$ cat src/rtl/cpu_controller_if.sv
// Harness/datapath-facing bundle of the lab CPU controller.
// The slave modport is the controller's view. The master modport is the view of the
// harness and datapath that surround it.
interface cpu_controller_if #(
  parameter int DW = 16
);
  logic [15:0]   in;
  logic          load;
  logic          s;
  logic          w;
  logic [2:0]    readnum;
  logic [2:0]    writenum;
  logic          write;
  logic [3:0]    vsel;
  logic          loada;
  logic          loadb;
  logic          loadc;
  logic          loads;
  logic          asel;
  logic          bsel;
  logic [1:0]    shift;
  logic [1:0]    ALUop;
  logic [DW-1:0] sximm8;
  logic [DW-1:0] sximm5;

  modport master (
    output in, load, s,
    input  w, readnum, writenum, write, vsel, loada, loadb, loadc, loads,
           asel, bsel, shift, ALUop, sximm8, sximm5
  );

  modport slave (
    input  in, load, s,
    output w, readnum, writenum, write, vsel, loada, loadb, loadc, loads,
           asel, bsel, shift, ALUop, sximm8, sximm5
  );
endinterface

$ cat src/rtl/cpu_controller.sv
// Lab CPU control unit. It holds the instruction register, decodes the instruction and
// runs a Moore FSM that drives the datapath control strobes.
// Supported instructions: MOV imm, MOV reg, ADD, CMP, AND and MVN.
// Optional feature: when CTRL_ILLEGAL_TRAP_EN is defined, an undecodable instruction
// parks the FSM in HALT, with the 'illegal' output high, until reset.
// The DW parameter must match the DW of the connected cpu_controller_if.
module cpu_controller #(
  parameter int DW = 16
) (
  input  logic              clk,
  input  logic              reset,
  cpu_controller_if.slave   bus
`ifdef CTRL_ILLEGAL_TRAP_EN
  ,
  output logic              illegal
`endif
);

  localparam logic [2:0] S_WAIT      = 3'd0;
  localparam logic [2:0] S_DECODE    = 3'd1;
  localparam logic [2:0] S_WRITE_IMM = 3'd2;
  localparam logic [2:0] S_GET_A     = 3'd3;
  localparam logic [2:0] S_GET_B     = 3'd4;
  localparam logic [2:0] S_OPER      = 3'd5;
  localparam logic [2:0] S_WRITE_REG = 3'd6;
`ifdef CTRL_ILLEGAL_TRAP_EN
  localparam logic [2:0] S_HALT      = 3'd7;
`endif

  logic [2:0]  state_q, state_d;
  logic [15:0] ir_q, ir_d;

  logic [2:0] opcode;
  logic [1:0] op;
  logic [2:0] rn, rd, rm;

  assign opcode = ir_q[15:13];
  assign op     = ir_q[12:11];
  assign rn     = ir_q[10:8];
  assign rd     = ir_q[7:5];
  assign rm     = ir_q[2:0];

  // Next state and IR capture. The IR loads only in WAIT, so a load that arrives
  // together with s is the instruction that DECODE sees.
  always_comb begin
    state_d = state_q;
    ir_d    = ir_q;
    case (state_q)
      S_WAIT: begin
        if (bus.load) ir_d = bus.in;
        if (bus.s)    state_d = S_DECODE;
      end
      S_DECODE: begin
        case ({opcode, op})
          5'b110_10:                       state_d = S_WRITE_IMM;
          5'b110_00, 5'b101_11:            state_d = S_GET_B;
          5'b101_00, 5'b101_01, 5'b101_10: state_d = S_GET_A;
`ifdef CTRL_ILLEGAL_TRAP_EN
          default:                         state_d = S_HALT;
`else
          default:                         state_d = S_WAIT;
`endif
        endcase
      end
      S_WRITE_IMM: state_d = S_WAIT;
      S_GET_A:     state_d = S_GET_B;
      S_GET_B:     state_d = S_OPER;
      S_OPER:      state_d = ({opcode, op} == 5'b101_01) ? S_WAIT : S_WRITE_REG;
      S_WRITE_REG: state_d = S_WAIT;
`ifdef CTRL_ILLEGAL_TRAP_EN
      S_HALT:      state_d = S_HALT;
`endif
      default:     state_d = S_WAIT;
    endcase
  end

  // State and instruction register, with synchronous reset.
  always_ff @(posedge clk) begin
    if (reset) begin
      state_q <= S_WAIT;
      ir_q    <= '0;
    end else begin
      state_q <= state_d;
      ir_q    <= ir_d;
    end
  end

  // Moore control outputs, decoded from the state and the IR only.
  always_comb begin
    bus.w        = 1'b0;
    bus.readnum  = rn;
    bus.writenum = rn;
    bus.write    = 1'b0;
    bus.vsel     = 4'b0001;
    bus.loada    = 1'b0;
    bus.loadb    = 1'b0;
    bus.loadc    = 1'b0;
    bus.loads    = 1'b0;
    bus.asel     = 1'b0;
    bus.bsel     = 1'b0;
    case (state_q)
      S_WAIT:      bus.w = 1'b1;
      S_WRITE_IMM: begin
        bus.vsel  = 4'b0100;
        bus.write = 1'b1;
      end
      S_GET_A:     bus.loada = 1'b1;
      S_GET_B: begin
        bus.readnum = rm;
        bus.loadb   = 1'b1;
      end
      S_OPER: begin
        bus.asel = (opcode == 3'b110);
        if ({opcode, op} == 5'b101_01) bus.loads = 1'b1;
        else                           bus.loadc = 1'b1;
      end
      S_WRITE_REG: begin
        bus.writenum = rd;
        bus.write    = 1'b1;
      end
      default: ;
    endcase
  end

  assign bus.shift  = ir_q[4:3];
  assign bus.ALUop  = ir_q[12:11];
  assign bus.sximm8 = DW'($signed(ir_q[7:0]));
  assign bus.sximm5 = DW'($signed(ir_q[4:0]));

`ifdef CTRL_ILLEGAL_TRAP_EN
  assign illegal = (state_q == S_HALT);
`endif

endmodule
$ cat src/flat_wrapper.sv
// flat-port wrapper written by rule: the top's interface ports become plain ports
module cpu_controller_flat 
#(
  parameter int DW = 16
)
  (clk, reset, bus_in, bus_load, bus_s, bus_w, bus_readnum, bus_writenum, bus_write, bus_vsel, bus_loada, bus_loadb, bus_loadc, bus_loads, bus_asel, bus_bsel, bus_shift, bus_ALUop, bus_sximm8, bus_sximm5);
  cpu_controller_if #(.DW(DW)) bus_i ();
  input  logic clk;
  input  logic reset;
  input wire logic [$bits(bus_i.in)-1:0] bus_in;
  input wire logic [$bits(bus_i.load)-1:0] bus_load;
  input wire logic [$bits(bus_i.s)-1:0] bus_s;
  output wire logic [$bits(bus_i.w)-1:0] bus_w;
  output wire logic [$bits(bus_i.readnum)-1:0] bus_readnum;
  output wire logic [$bits(bus_i.writenum)-1:0] bus_writenum;
  output wire logic [$bits(bus_i.write)-1:0] bus_write;
  output wire logic [$bits(bus_i.vsel)-1:0] bus_vsel;
  output wire logic [$bits(bus_i.loada)-1:0] bus_loada;
  output wire logic [$bits(bus_i.loadb)-1:0] bus_loadb;
  output wire logic [$bits(bus_i.loadc)-1:0] bus_loadc;
  output wire logic [$bits(bus_i.loads)-1:0] bus_loads;
  output wire logic [$bits(bus_i.asel)-1:0] bus_asel;
  output wire logic [$bits(bus_i.bsel)-1:0] bus_bsel;
  output wire logic [$bits(bus_i.shift)-1:0] bus_shift;
  output wire logic [$bits(bus_i.ALUop)-1:0] bus_ALUop;
  output wire logic [$bits(bus_i.sximm8)-1:0] bus_sximm8;
  output wire logic [$bits(bus_i.sximm5)-1:0] bus_sximm5;
  assign bus_i.in = bus_in;
  assign bus_i.load = bus_load;
  assign bus_i.s = bus_s;
  assign bus_w = bus_i.w;
  assign bus_readnum = bus_i.readnum;
  assign bus_writenum = bus_i.writenum;
  assign bus_write = bus_i.write;
  assign bus_vsel = bus_i.vsel;
  assign bus_loada = bus_i.loada;
  assign bus_loadb = bus_i.loadb;
  assign bus_loadc = bus_i.loadc;
  assign bus_loads = bus_i.loads;
  assign bus_asel = bus_i.asel;
  assign bus_bsel = bus_i.bsel;
  assign bus_shift = bus_i.shift;
  assign bus_ALUop = bus_i.ALUop;
  assign bus_sximm8 = bus_i.sximm8;
  assign bus_sximm5 = bus_i.sximm5;
  cpu_controller #(.DW(DW)) u_core (.clk(clk), .reset(reset), .bus(bus_i));
endmodule
$ cat config.mk
export PLATFORM = sky130hd
export DESIGN_NAME = cpu_controller_flat
export DESIGN_NICKNAME = d
export VERILOG_FILES = /design/src/rtl/cpu_controller_if.sv /design/src/rtl/cpu_controller.sv /design/src/flat_wrapper.sv
export SDC_FILE = /design/constraint.sdc
export NUM_CORES = 1
export LEC_CHECK = 0
export BUFFER_PORTS_ARGS = -buffer_cell sky130_fd_sc_hd__buf_2
export CAP_MARGIN = 20
export CORE_UTILIZATION = 43
export DETAILED_ROUTE_END_ITERATION = 10
export GPL_ROUTABILITY_DRIVEN = 1
export PLACE_DENSITY = 0.85
export SYNTH_ARGS = -nofsm -noshare
export SYNTH_HDL_FRONTEND = slang
export SYNTH_SLANG_ARGS = --single-unit
$ cat constraint.sdc
create_clock -name clk -period 1.96 [get_ports clk]
set_input_delay 0.098 -clock clk [delete_from_list [all_inputs] [get_ports clk]]
set_output_delay 0.098 -clock clk [all_outputs]
set_load 0.03 [all_outputs]
==> results of run 1 <==
## report_power, final
part	switching [mW]	internal, mW	leakage, nW
clock network	0.122	0.0764	0.0177
registers	0.0344	0.412	0.157
logic	0.211	0.101	0.567
## Yosys cell counts, types with 2 or more instances
| library cell | count |
|---|---|
| nand2b_1 | 3 |
| buf_2 | 2 |
| nor2b_1 | 2 |
| buf_4 | 41 |
| and3b_1 | 3 |
| a21oi_1 | 18 |
| nand2_1 | 33 |
| a21o_1 | 2 |
| nor2_1 | 4 |
| inv_1 | 3 |
| a211oi_1 | 2 |
| nand3b_1 | 2 |
| mux2_2 | 6 |
| buf_6 | 2 |
| dfxtp_1 | 19 |
## placed cells by master, fill, tap and decap left out, drive strengths merged
cell | synthesis | routed
nand3b | 2 | 2
and2b | 1 | 1
clkinv | 0 | 1
o2111ai | 1 | 1
or4b | 1 | 1
nor2 | 4 | 4
and3b | 3 | 3
o41ai | 1 | 1
o21bai | 1 | 1
nand2b | 3 | 3
clkbuf | 0 | 3
o21a | 1 | 1
nor2b | 2 | 2
mux2 | 6 | 6
nor4b | 1 | 1
buf | 46 | 71
dfxtp | 19 | 19
nor3 | 1 | 1
a21oi | 19 | 19
conb | 1 | 3
dlygate4sd3 | 0 | 3
or2b | 1 | 1
a311o | 1 | 1
a21o | 2 | 2
inv | 3 | 3
nand2 | 34 | 34
a211oi | 2 | 2
## repair_timing
action                                  4_1_cts  5_1_grt
hold buffers                                  0        3
gates resized for setup                       0        2
endpoints found under the hold margin         0        3
endpoints found under the setup margin        0        6
## worst paths after layout
path                                         from              to  slack [ns]
worst max-delay path            u_core.state_q[1]  bus_readnum[0]        0.12
worst min-delay path                    bus_in[1]  u_core.ir_q[1]        0.01
worst max register to register  u_core.state_q[1]  u_core.ir_q[8]        0.57
worst min register to register     u_core.ir_q[3]  u_core.ir_q[3]        0.48
## metrics by stage
stage             TNS, ns  worst slack (ns)  hold slack, ns  area [µm²]  std cells
6_report                0            0.1207         0.01213        1376        221
5_1_grt        -0.0004894        -0.0004894       0.0003052        1376        221
4_1_cts                 0           0.07400        0.003540        1344        218
3_5_place_dp            0            0.4254          0.3446        1316        214
3_3_place_gp            0            0.4468          0.3388        1316        214
2_1_floorplan           0            0.2082          0.2330        1284        159
## layout make-up
class | count | area (µm²)
fillers | 282 | 1405
multi-input cells | 90 | 528.0
repair buffers | 74 | 387.9
flip-flops and latches | 19 | 382.9
well taps | 31 | 38.79
clock buffers | 3 | 22.52
inverters | 3 | 11.26
clock inverters | 1 | 5.005
## per-layer routing
metal | share of wire, % | vias up | routed length, µm | track usage [%]
met2 | 50 | 47 | 1214 | 25.04
met4 | 1.8 | 0 | 45 | 8.362
met3 | 7.3 | 4 | 177 | 4.147
met1 | 41 | 476 | 998 | 17.95
met5 | 0 | - | 0 | 0
li1 | - | 538 | - | -
## registers in the layout, summed over array words and instances (netlist names)
name,flops
u_core.ir_q,16
u_core.state_q,3
## worst max-delay path, cell delays in order (launching register included)
cell and delay, ns:
dfxtp_1 0.44, nand2b_1 0.21, nor2_1 0.24, mux2_2 0.37, buf_2 0.18
## logic make-up after synthesis
| kind of cell | synth area share (%) |
|---|---|
| buffers and inverters | 29.41 |
| AOI/OAI and AO/OA | 13.43 |
| muxes | 5.294 |
| and+or+nand+nor | 21.76 |
| DFF | 29.80 |
| other | 0.2938 |
==> out/qor.yml, run 1 <==
startpoint_type: "flop"
status: "finished, final reports clean"
slew_violations: 0
cts_buffer_depth: 2
floorplan.initialDensity_pct: 45.88
final_antenna_net_count: 0
port_buffers: 70
critPathKind: "reg -> out"
power_density_nw_per_um2: 695.9
htreeDepth: 1
dieHeight_um: 56.48
timing.fmax_mhz: 543.7
dp_hpwl_um: 1824
vias_per_cell: 4.819
hold_path.class: "in -> reg"
synth_warnings: 0
antenna_found_initial: 0
critical_path.max_fanout: 12
io_pins: 74
wl_um: 2436
nets: 211
synth.top_cell.area_share_pct: 29.80
cts_tree: "yes"
skew_ns: 0.004520
drive_above_1_share_pct: 46.84
hold_path_depth: 3
max-cap-violations: 0
hold_violations: 0
vdd_ir_drop_max_mv: 0.5995
grt_pass1_wl_um: 3739
ys_ff_latch: 19
synth_top_cell_by_area: "dfxtp_1"
cts_setup_buffers: 0
core-area_um2: 2781
grt_max_degree: 20
gp_congestion: 0.7577
reg2reg_depth: 3
final_util_pct: 49.48
wl_per_cell_um: 11.02
cts.sinks: 19
min_period_ns: 1.839
ys.flop_type: "dfxtp_1"
setup_viol: 0
drc: 0
synth-edff-count: 0
static-leakage-power_nw: 0.7410
synth_area_leaders: "dfxtp_1 30%, buf_4 24%, nand2_1 9.7%"
async_reset_ff_share_pct: 0
period_share_pct: 93.84
required_ns: 1.86
first_global_vias: 829
synth_seq_area_share_pct: 29.80
dr_total_vias: 1065
fp.dieArea_um2: 3190
grt_usage_pct: 15.28
synth_cell_types: 30
cts_buffers: 3
clk_latency_ns: 0.31
rows: 19
root_buffer: "clkbuf_4"
critical_path.endpoint_type: "output port"
clk_pin_slew_ns: 0.10
netlist_instances: 157
synthToLayoutAreaGrowth_pct: 7.843
power.total_uw: 957.8
drt_pass1_iterations: 4
avgSynthCellArea_um2: 8.129
crit_arrival_ns: 1.74
gr-total-overflow: 0
antenna_cells: 0
die_width_um: 56.48
initialDrtViolationCount: 38
syn_area_um2: 1276
Power figures use the tool's default switching activity.
==> run 2, diff against run 1 <==
--- a/config.mk
+++ b/config.mk
@@ -7,10 +7,11 @@
 export LEC_CHECK = 0
 export BUFFER_PORTS_ARGS = -buffer_cell sky130_fd_sc_hd__buf_2
 export CAP_MARGIN = 20
-export CORE_UTILIZATION = 43
+export CORE_UTILIZATION = 45
+export CTS_BUF_LIST = sky130_fd_sc_hd__clkbuf_8
 export DETAILED_ROUTE_END_ITERATION = 10
 export GPL_ROUTABILITY_DRIVEN = 1
-export PLACE_DENSITY = 0.85
+export PLACE_DENSITY = 0.88
 export SYNTH_ARGS = -nofsm -noshare
 export SYNTH_HDL_FRONTEND = slang
 export SYNTH_SLANG_ARGS = --single-unit
==> out/qor.yml, run 2 (same netlist as run 1, synthesis figures left out) <==
cts_buffer_depth: 2
max-cap-violations: 0
vias_per_cell: 4.839
final_common_cell: "buf_2"
cpMaxStageDelayCell: "dfxtp_1"
fp.dieArea_um2: 3053
critical_path.max_fanout: 11
startpoint_type: "flop"
timing.fmax_mhz: 552.2
crit_arrival_ns: 1.71
io_pins: 74
antenna_cells: 0
antenna_found_initial: 0
fin_setup_tns_ns: 0
drc: 0
hp-start: "bus_in[11]"
hold_path_depth: 3
dr_total_vias: 1050
final_antenna_net_count: 0
multi_input_area_um2: 530.5
initialDrtViolationCount: 24
static-leakage-power_nw: 0.7354
rsz0062_at_grt: "false"
fin_ws_ns: 0.1492
clk_pin_slew_ns: 0.07
timing.rr.end: "u_core.ir_q[8]"
grt_pass1_wl_um: 4071
port_buffers: 70
r2r_start: "u_core.state_q[2]"
gp_congestion: 0.8930
cts.sinks: 19
rrSetupSlack_ns: 0.53
power.total_mw: 1.022
register_area_um2: 381.6
wl_um: 2415
root_buffer: "clkbuf_8"
cts_setup_buffers: 0
htreeDepth: 1
cts_tree: "yes"
floorplan.initialDensity_pct: 49.71
grt_max_degree: 20
dp_hpwl_um: 1847
skew_ns: 0.004798
pre_cts_ws_ns: 0.3307
critical_path.endpoint_type: "output port"
status: "finished, final reports clean"
gr-total-overflow: 0
reg_top3: "u_core.ir_q (16), u_core.state_q (3)"
grt_usage_pct: 16.41
hold_violations: 0
slew_violations: 0
core-area_um2: 2567
power_density_nw_per_um2: 748.8
clk_latency_ns: 0.25
first_global_vias: 897
layout_common_cells: "70 x buf_2, 33 x nand2_1, 18 x a21oi_1, 18 x dfxtp_1, 6 x mux2_2"
path_cells: "nand2b_1 -> nor2_2 -> mux2_2 -> buf_2"
die_width_um: 55.26
hold_path.class: "in -> reg"
fill_cells: 257
vdd_ir_drop_max_mv: 0.5615
nets: 208
wl_per_cell_um: 11.13
top_register: "u_core.ir_q"
synthToLayoutAreaGrowth_pct: 6.961
cpPeakStageDelay_ns: 0.55
whs_endpoint: "u_core.ir_q[11]"
largest_reg_flops: 16
drive_above_1_share_pct: 47.59
cts_buffers: 3
min_period_ns: 1.811
critPathKind: "reg -> out"
drt_pass1_iterations: 4
reg2reg_depth: 3
dieHeight_um: 55.26
period_share_pct: 92.39
required_ns: 1.86
setup_viol: 0
rows: 18
[run 2: how the worst max path moves through the flow]
stage / cells past startpoint / startpoint / end / slack, ns
2_1_floorplan: 4 / u_core.state_q[1] / bus_readnum[0] / 0.21
3_3_place_gp: 4 / u_core.state_q[2] / bus_readnum[1] / 0.36
3_5_place_dp: 4 / u_core.state_q[2] / bus_readnum[1] / 0.33
4_1_cts: 4 / u_core.state_q[2] / bus_readnum[1] / 0.05
5_1_grt: 4 / u_core.state_q[2] / bus_readnum[2] / 0.04
6_report: 4 / u_core.state_q[2] / bus_readnum[1] / 0.15
[run 2: through the flow]
stage	cell area, µm²	instances	utilization [%]	hold slack, ns
2_1_floorplan	1284	159	-	0.2330
3_3_place_gp	1315	213	51.22	0.3409
3_5_place_dp	1315	213	51.22	0.3450
4_1_cts	1361	217	53.02	0.07144
5_1_grt	1365	217	53.17	0.06980
6_report	1365	217	53.17	0.07646
[run 2: layer usage]
layer | vias to the layer above | GRT usage (%) | part of all wire, %
met3 | 2 | 4.684 | 7.0
met2 | 50 | 29.60 | 49
met4 | 0 | 3.929 | 0.54
met1 | 461 | 18.96 | 43
met5 | - | 0 | 0
li1 | 537 | - | -
[run 2: power by group]
group / internal, mW / switching [mW]
clock: 0.141 / 0.124
sequential: 0.412 / 0.0354
combinational: 0.0975 / 0.212
[run 2: layout make-up]
type	instances	share of cell area, %
repair buffers	71	26.21
well taps	30	2.750
clock buffers	3	3.025
flip-flops and latches	19	27.96
multi-input cells	90	38.86
clock inverters	1	0.3666
inverters	3	0.8249
[run 2: repair_timing]
action	4_1_cts	5_1_grt
gates resized for setup	0	2
setup endpoints to repair	0	4
hold buffers	0	0
[run 2: critical path: cells and delay by family (launching register included)]
kind / cells / cell delay, ns
buf+inv: 1 / 0.18
flops: 1 / 0.55
simple gates: 2 / 0.37
mux: 1 / 0.36
